==> config.mk <==
export PLATFORM = sky130hd
export DESIGN_NAME = id_decode_queue
export DESIGN_NICKNAME = d
export VERILOG_FILES = /design/src/rtl/id_decode_queue.sv
export SDC_FILE = /design/constraint.sdc
export NUM_CORES = 1
export LEC_CHECK = 0
export BUFFER_PORTS_ARGS = -buffer_cell sky130_fd_sc_hd__clkbuf_2
export CAP_MARGIN = 0
export CORE_ASPECT_RATIO = 1.5
export CORE_UTILIZATION = 40
export CTS_CLUSTER_DIAMETER = 60
export CTS_CLUSTER_SIZE = 30
export DETAILED_ROUTE_END_ITERATION = 10
export GPL_ROUTABILITY_DRIVEN = 0
export HOLD_SLACK_MARGIN = 0.05
export PLACE_DENSITY_LB_ADDON = 0.1
export RECOVER_POWER = 25
export SYNTH_ARGS = -nofsm -noshare
export SYNTH_HDL_FRONTEND = slang
export SYNTH_SLANG_ARGS = --single-unit
==> constraint.sdc <==
create_clock -name clk -period 8.5 [get_ports clk]
set_input_delay 1.7 -clock clk [delete_from_list [all_inputs] [get_ports clk]]
set_output_delay 1.7 -clock clk [all_outputs]
set_load 0.005 [all_outputs]
==> src/rtl/id_decode_queue.sv <==
// IF->ID decoupling queue: buffers fetched words with pre-decoded branch class,
// delay-slot flag and EPC so decode receives a ready-to-use bundle (FWFT head).
module id_decode_queue #(
    parameter int PTR_W = 2,
    parameter int EXC_W = 5
) (
    input  logic             clk,
    input  logic             rst,
    input  logic             clear,
    input  logic             in_valid,
    output logic             in_ready,
    input  logic [31:0]      in_instr,
    input  logic [31:0]      in_next_pc,
    input  logic [EXC_W-1:0] in_exc_code,
    input  logic [31:0]      in_exc_addr,
    output logic             out_valid,
    input  logic             out_ready,
    output logic [31:0]      out_instr,
    output logic [31:0]      out_next_pc,
    output logic [31:0]      out_epc,
    output logic [31:0]      out_badvaddr,
    output logic [EXC_W-1:0] out_exc_code,
    output logic             out_is_branch,
    output logic             out_in_delay_slot,
    output logic [PTR_W:0]   count
);
    localparam int DEPTH = 1 << PTR_W;
    localparam logic [PTR_W:0] FULL = (PTR_W+1)'(DEPTH);

    typedef struct packed {
        logic [31:0]      instr;
        logic [31:0]      next_pc;
        logic [31:0]      epc;
        logic [31:0]      badvaddr;
        logic [EXC_W-1:0] exc_code;
        logic             is_branch;
        logic             in_ds;
    } entry_t;

    entry_t             r_mem [DEPTH];
    logic [PTR_W-1:0]   r_rd_ptr;
    logic [PTR_W-1:0]   r_wr_ptr;
    logic [PTR_W:0]     r_count;
    logic               r_last_br;

    logic               w_push;
    logic               w_pop;
    logic               w_is_exc;
    logic               w_dec_branch;
    logic [5:0]         w_op;
    logic [4:0]         w_rt;
    logic [5:0]         w_func;
    entry_t             w_entry;
    entry_t             w_head;

    assign in_ready  = (r_count != FULL);
    assign out_valid = (r_count != '0);
    assign w_push    = in_valid & in_ready & ~clear;
    assign w_pop     = out_valid & out_ready & ~clear;

    assign w_op     = in_instr[31:26];
    assign w_rt     = in_instr[20:16];
    assign w_func   = in_instr[5:0];
    assign w_is_exc = (in_exc_code != '0);

    // Anything with an architectural delay slot: J/JAL, the four compare branches,
    // REGIMM BLTZ/BGEZ, and SPECIAL JR/JALR.
    always_comb begin
        w_dec_branch = 1'b0;
        case (w_op)
            6'h02, 6'h03, 6'h04, 6'h05, 6'h06, 6'h07: w_dec_branch = 1'b1;
            6'h01: w_dec_branch = (w_rt == 5'h00) || (w_rt == 5'h01);
            6'h00: w_dec_branch = (w_func == 6'h08) || (w_func == 6'h09);
            default: w_dec_branch = 1'b0;
        endcase
    end

    // A delay-slot instruction reports the EPC of its branch, one word back.
    always_comb begin
        w_entry.next_pc  = in_next_pc;
        w_entry.exc_code = in_exc_code;
        w_entry.in_ds    = r_last_br;
        if (w_is_exc) begin
            w_entry.instr     = 32'h0;
            w_entry.epc       = in_exc_addr;
            w_entry.badvaddr  = in_exc_addr;
            w_entry.is_branch = 1'b0;
        end else begin
            w_entry.instr     = in_instr;
            w_entry.epc       = r_last_br ? (in_next_pc - 32'd8) : (in_next_pc - 32'd4);
            w_entry.badvaddr  = 32'h0;
            w_entry.is_branch = w_dec_branch;
        end
    end

    // Storage is deliberately not reset; out_valid qualifies the head.
    always_ff @(posedge clk) begin
        if (w_push) r_mem[r_wr_ptr] <= w_entry;
    end

    always_ff @(posedge clk) begin
        if (rst || clear) begin
            r_rd_ptr  <= '0;
            r_wr_ptr  <= '0;
            r_count   <= '0;
            r_last_br <= 1'b0;
        end else begin
            if (w_push) begin
                r_wr_ptr  <= r_wr_ptr + PTR_W'(1);
                r_last_br <= w_entry.is_branch;
            end
            if (w_pop) r_rd_ptr <= r_rd_ptr + PTR_W'(1);
            case ({w_push, w_pop})
                2'b10:   r_count <= r_count + (PTR_W+1)'(1);
                2'b01:   r_count <= r_count - (PTR_W+1)'(1);
                default: r_count <= r_count;
            endcase
        end
    end

    assign w_head            = r_mem[r_rd_ptr];
    assign out_instr         = w_head.instr;
    assign out_next_pc       = w_head.next_pc;
    assign out_epc           = w_head.epc;
    assign out_badvaddr      = w_head.badvaddr;
    assign out_exc_code      = w_head.exc_code;
    assign out_is_branch     = w_head.is_branch;
    assign out_in_delay_slot = w_head.in_ds;
    assign count             = r_count;

endmodule

# Yosys cells after proc, flatten, opt, wreduce, memory -nomap -nowiden
# Memory sizes are Yosys's and may differ from the RTL's. A register that Yosys moved wholly into a read port is not among the register bits.
# Index checks and enable logic that the tools add are counted.
# classes
n_addsub,6
n_eq_ne,13
muxes,10
bitwise,5
n_reduce_logical,9
# op_table
cell,count
$mux W32,2
$mux W64,1
$sub A32 B3 Y32 const B,1
$sub A32 B4 Y32 const B,1
$eq A6 B3 Y1 const B,4
$eq A6 B2 Y1 const B,2
$eq A6 B4 Y1 const B,2
$eq A6 B1 Y1 const B,1
$logic_not A6 Y1,1
$pmux W3 S2,1
$reduce_or A6 Y1,1
$eq A5 B1 Y1 const B,1
$logic_not A5 Y1,1
$reduce_bool A5 Y1,1
$add A2 B1 Y2 const B,2
$and A1 B1 Y1,4
$mux W2,2
$add A3 B1 Y3 const B,1
$logic_or A1 B1 Y1,3
$mux W1,3
$ne A3 B3 Y1 const B,1
$pmux W1 S3,1
$reduce_bool A3 Y1,1
$sub A3 B1 Y3 const B,1
4 further kinds,4
# word_totals
regBits,8
mem_bits_rw,540
out_inout_bits,140
word_cells,48
memories,1
# memory_table
name,words,width,read_ports,rd_ports_with_merged_regs,write_ports,line_no,source
r_mem,4,135,1,1,1,40,entry_t r_mem [DEPTH];

# Logic depth before layout (Yosys ltp)
# depth
ltp_word,5
ltp_mapped,11
ltp_nobuf,11

# Worst setup path before layout
# No wires, ideal clock.
# synth_path
kind,input -> register
startpoint,input in_valid
endpoint,memory r_mem[0][0] in the netlist's numbering (enable)
t_arrival_ns,5.125
slack_ns,2.865
path_stages,3
path_cell_list,nand2_1 nor2_1 and2_1
# synth_via
elab_chain_cells,4
# synth_lines
item,line_no,source
from (decl),10,"input logic in_valid,"
$and A1 B1 Y1 (2 in series),58,assign w_push = in_valid & in_ready & ~clear;
$mux W1,98,if (w_push) r_mem[r_wr_ptr] <= w_entry;
$mux W1 (not written as such),98,
to (decl),40,
# Every way passes these cells.

# Final worst setup path
# layout_path
startpoint,input in_valid
endpoint,memory r_mem[1][103] in the netlist's numbering (enable)
# Same word-level chain as after synthesis.

==> impl_metrics.csv <==
group,metric,value,unit
placement,port-buffer-count,245,
yosys,yosysTopAreaCellShare,76.1,%
floorplan,pin_count,246,
clock_network,postCtsSetupBuffers,0,
power,total_power,5.00,mW
power,netSwitchingFraction,21.2,%
yosys,yosysTopAreaCell,"edfxtp_1",
power,p_per_area,205,nW/µm²
timing,slew-limit-headroom,-109,%
global_routing,antenna_found_initial,3,
power,intPower,3.94,mW
floorplan,dieWidth,190,µm
clock_network,hold_buffers,0,
clock_network,clk_pin_slew,0.08,ns
timing,rsz0062_at_grt,"false",
global_routing,grt_pass1_vias,10800,
floorplan,design.die.area,54200,µm²
outcome,outcome,"complete, but fails checks",
global_routing,grt_max_degree,94,
routing,first_iter_violations,552,
routing,vias_per_cell,5.33,
yosys,syn_inst,974,
hold_path,hp-class,"flop to flop",
yosys,post_synth.cell_area_avg,21.9,µm²
global_routing,overflow,0,
power,switchingPower,1.06,mW
power,ir_drop,0.000123,V
outcome,violations,"capacitance limit, slew limit",
routing,wl,49.2,mm
timing,fin_ws,2.97,ns
timing,setup_viol,0,
power,pwr-share-clk,35.3,%
yosys,synth_seq_cells,550,
critical_path,rr_worst_depth,6,
final_layout,final_common_cell,"edfxtp_1",
timing,worst_pin_slew,3.13,ns
clock_network,cts_sinks,550,
final_layout,syn_to_final_growth,14.5,%
critical_path,r2r_slack,3.62,ns
final_layout,drive_gt1_share,34.0,%
yosys,synth_cell_types,40,
routing,dr_total_vias,10300,
critical_path,path_class,"input port to flop",
critical_path,crit_arrival,5.69,ns
final_layout,final_cell_mix,"edfxtp_1, clkbuf_2, mux4_2",
timing,report.final.slew_viol_count,72,
floorplan,core.rowCount,103,
clock_network,root_buffer,"clkbuf_16",
yosys,synth_seq_area_share,77.0,%
floorplan,initial_core_util,40.5,%
global_routing,grtUsageTotal,18.3,%
clock_network,cts_tree,"built",
global_routing,grt_pass1_wl,72.2,mm
critical_path,path_max_fanout,61,
floorplan,fp.dieH,285,µm
timing,period_needed,5.53,ns
routing,routedWlPerCell,25.5,µm
critical_path,end_kind,"flop",
critical_path,startpoint,"in_valid",
final_layout,stdcell_count,1930,
yosys,synthesis.nets,1089,
timing,fin_crit_sh,65.0,%
power,p_leak,8.04,nW
critical_path,r2r-start,"count[1]",
routing,ant_nets,0,
clock_network,post_cts_resized,0,
timing,hold_viol_final,0,
placement,place_ws,4.13,ns
critical_path,worstReg2RegEnd,"r_mem[1][103]",
critical_path,endpoint,"r_mem[1][103]",
clock_network,numCtsBuffers,34,
clock_network,insertion_delay,0.55,ns
final_layout,fin_nets,1337,
floorplan,coreArea,52600,µm²
timing,fmax,181,MHz
routing,drc,0,
critical_path,crit_path_start_kind,"input port",
clock_network,htree_levels,2,
timing,fin_skew,0.0211,ns
yosys,yosys_warnings,0,
placement,post-dp-hpwl,30.0,mm
placement,dp_cells,1868,
power,p_seq_share,60.4,%
routing,first_pass_iters,5,
yosys,synth_area_leaders,"edfxtp_1, mux4_2, and2_1",
final_layout,utilization,46.4,%
critical_path,crit_required,8.67,ns
yosys,synthesis.area,21300,µm²
clock_network,cts_max_path_buffers,3,
power,p_comb_share,4.2,%
job,drv_cap,2,
timing,finalSetupTns,0,ns
[power groups by stage]
stage               sequential, mW  clock [mW]  combinational [mW]
floorplan                     3.09           0              0.0999
global placement              3.08           0               0.220
detailed placement            3.08           0               0.221
CTS                           3.02        1.82               0.222
global route                  3.03        1.90               0.232
finish                        3.02        1.77               0.212
[state kept, by name, indices dropped and copies added, names as in the netlist, named ones only]
register	flops
r_mem	540
count	3
r_rd_ptr	2
r_wr_ptr	2
r_last_br	1
[synth_stat cells (all sizes together)]
cell / n
dfxtp: 10
nand4b: 2
or4: 2
and2: 37
mux2i: 1
xor2: 26
xnor2: 8
nor4: 14
nor2: 20
nand2: 6
nand2b: 3
or2: 3
buf: 19
edfxtp: 540
fa: 1
nand3: 4
o21bai: 3
o21ai: 2
ha: 8
mux4: 135
nand3b: 1
a211oi: 2
nor3: 10
nor4b: 2
a21oi: 4
clkbuf: 27
or3: 11
and3: 32
a2111o: 1
inv: 9
a21o: 30
and3b: 1
[kinds of logic after synthesis]
logic type	share of synthesized area, %
and+or+nand+nor	4.20
buffers and inverters	1.05
adders and majority gates	0.564
AOI/OAI and AO/OA	1.43
muxes	14.3
DFF	77.0
xor gates and xnor gates	1.40
[metal layers]
metal | up-vias | GRT usage [%] | share of wire, %
met3 | 46 | 2.88 | 5.1
met4 | 4 | 3.94 | 1.5
met2 | 259 | 31.4 | 52
met5 | - | 0 | 0.051
met1 | 5461 | 24.5 | 41
li1 | 4516 | - | -
[worst max-delay path, cell delays in order]
cell	delay, ns
clkbuf_1	0.11
nand2_1	0.17
nor2_1	0.28
and2_0	2.30
buf_4	1.06
[per-stage QoR]
stage	cell area [µm²]	hold WS, ns
final	24400	0.511
after global routing	24400	0.561
after CTS	24500	0.519
after detailed placement	23300	0.508
after global placement	23300	0.494
after floorplan	21300	0.458
[cell type report]
type                    count  area (µm²)
fillers                  4567       28200
flip-flops and latches    550       16400
multi-input cells         369        4690
repair buffers            258        1280
clock buffers              39         891
well taps                 682         853
clock inverters            22         225
inverters                   9        33.8
diodes                      1        2.50
[how the worst min path moves through the flow]
stage	start	endpoint	slack, ns	cells after the start
finish	r_wr_ptr[1]	r_wr_ptr[1]	0.51	2
CTS	r_wr_ptr[1]	r_wr_ptr[1]	0.52	2
global placement	r_wr_ptr[1]	r_wr_ptr[1]	0.49	2
detailed placement	r_wr_ptr[1]	r_wr_ptr[1]	0.51	2
global route	r_wr_ptr[1]	r_wr_ptr[1]	0.56	2
floorplan	r_last_br	r_mem[0][0]	0.46	0
(Power assumes the default switching activity.)
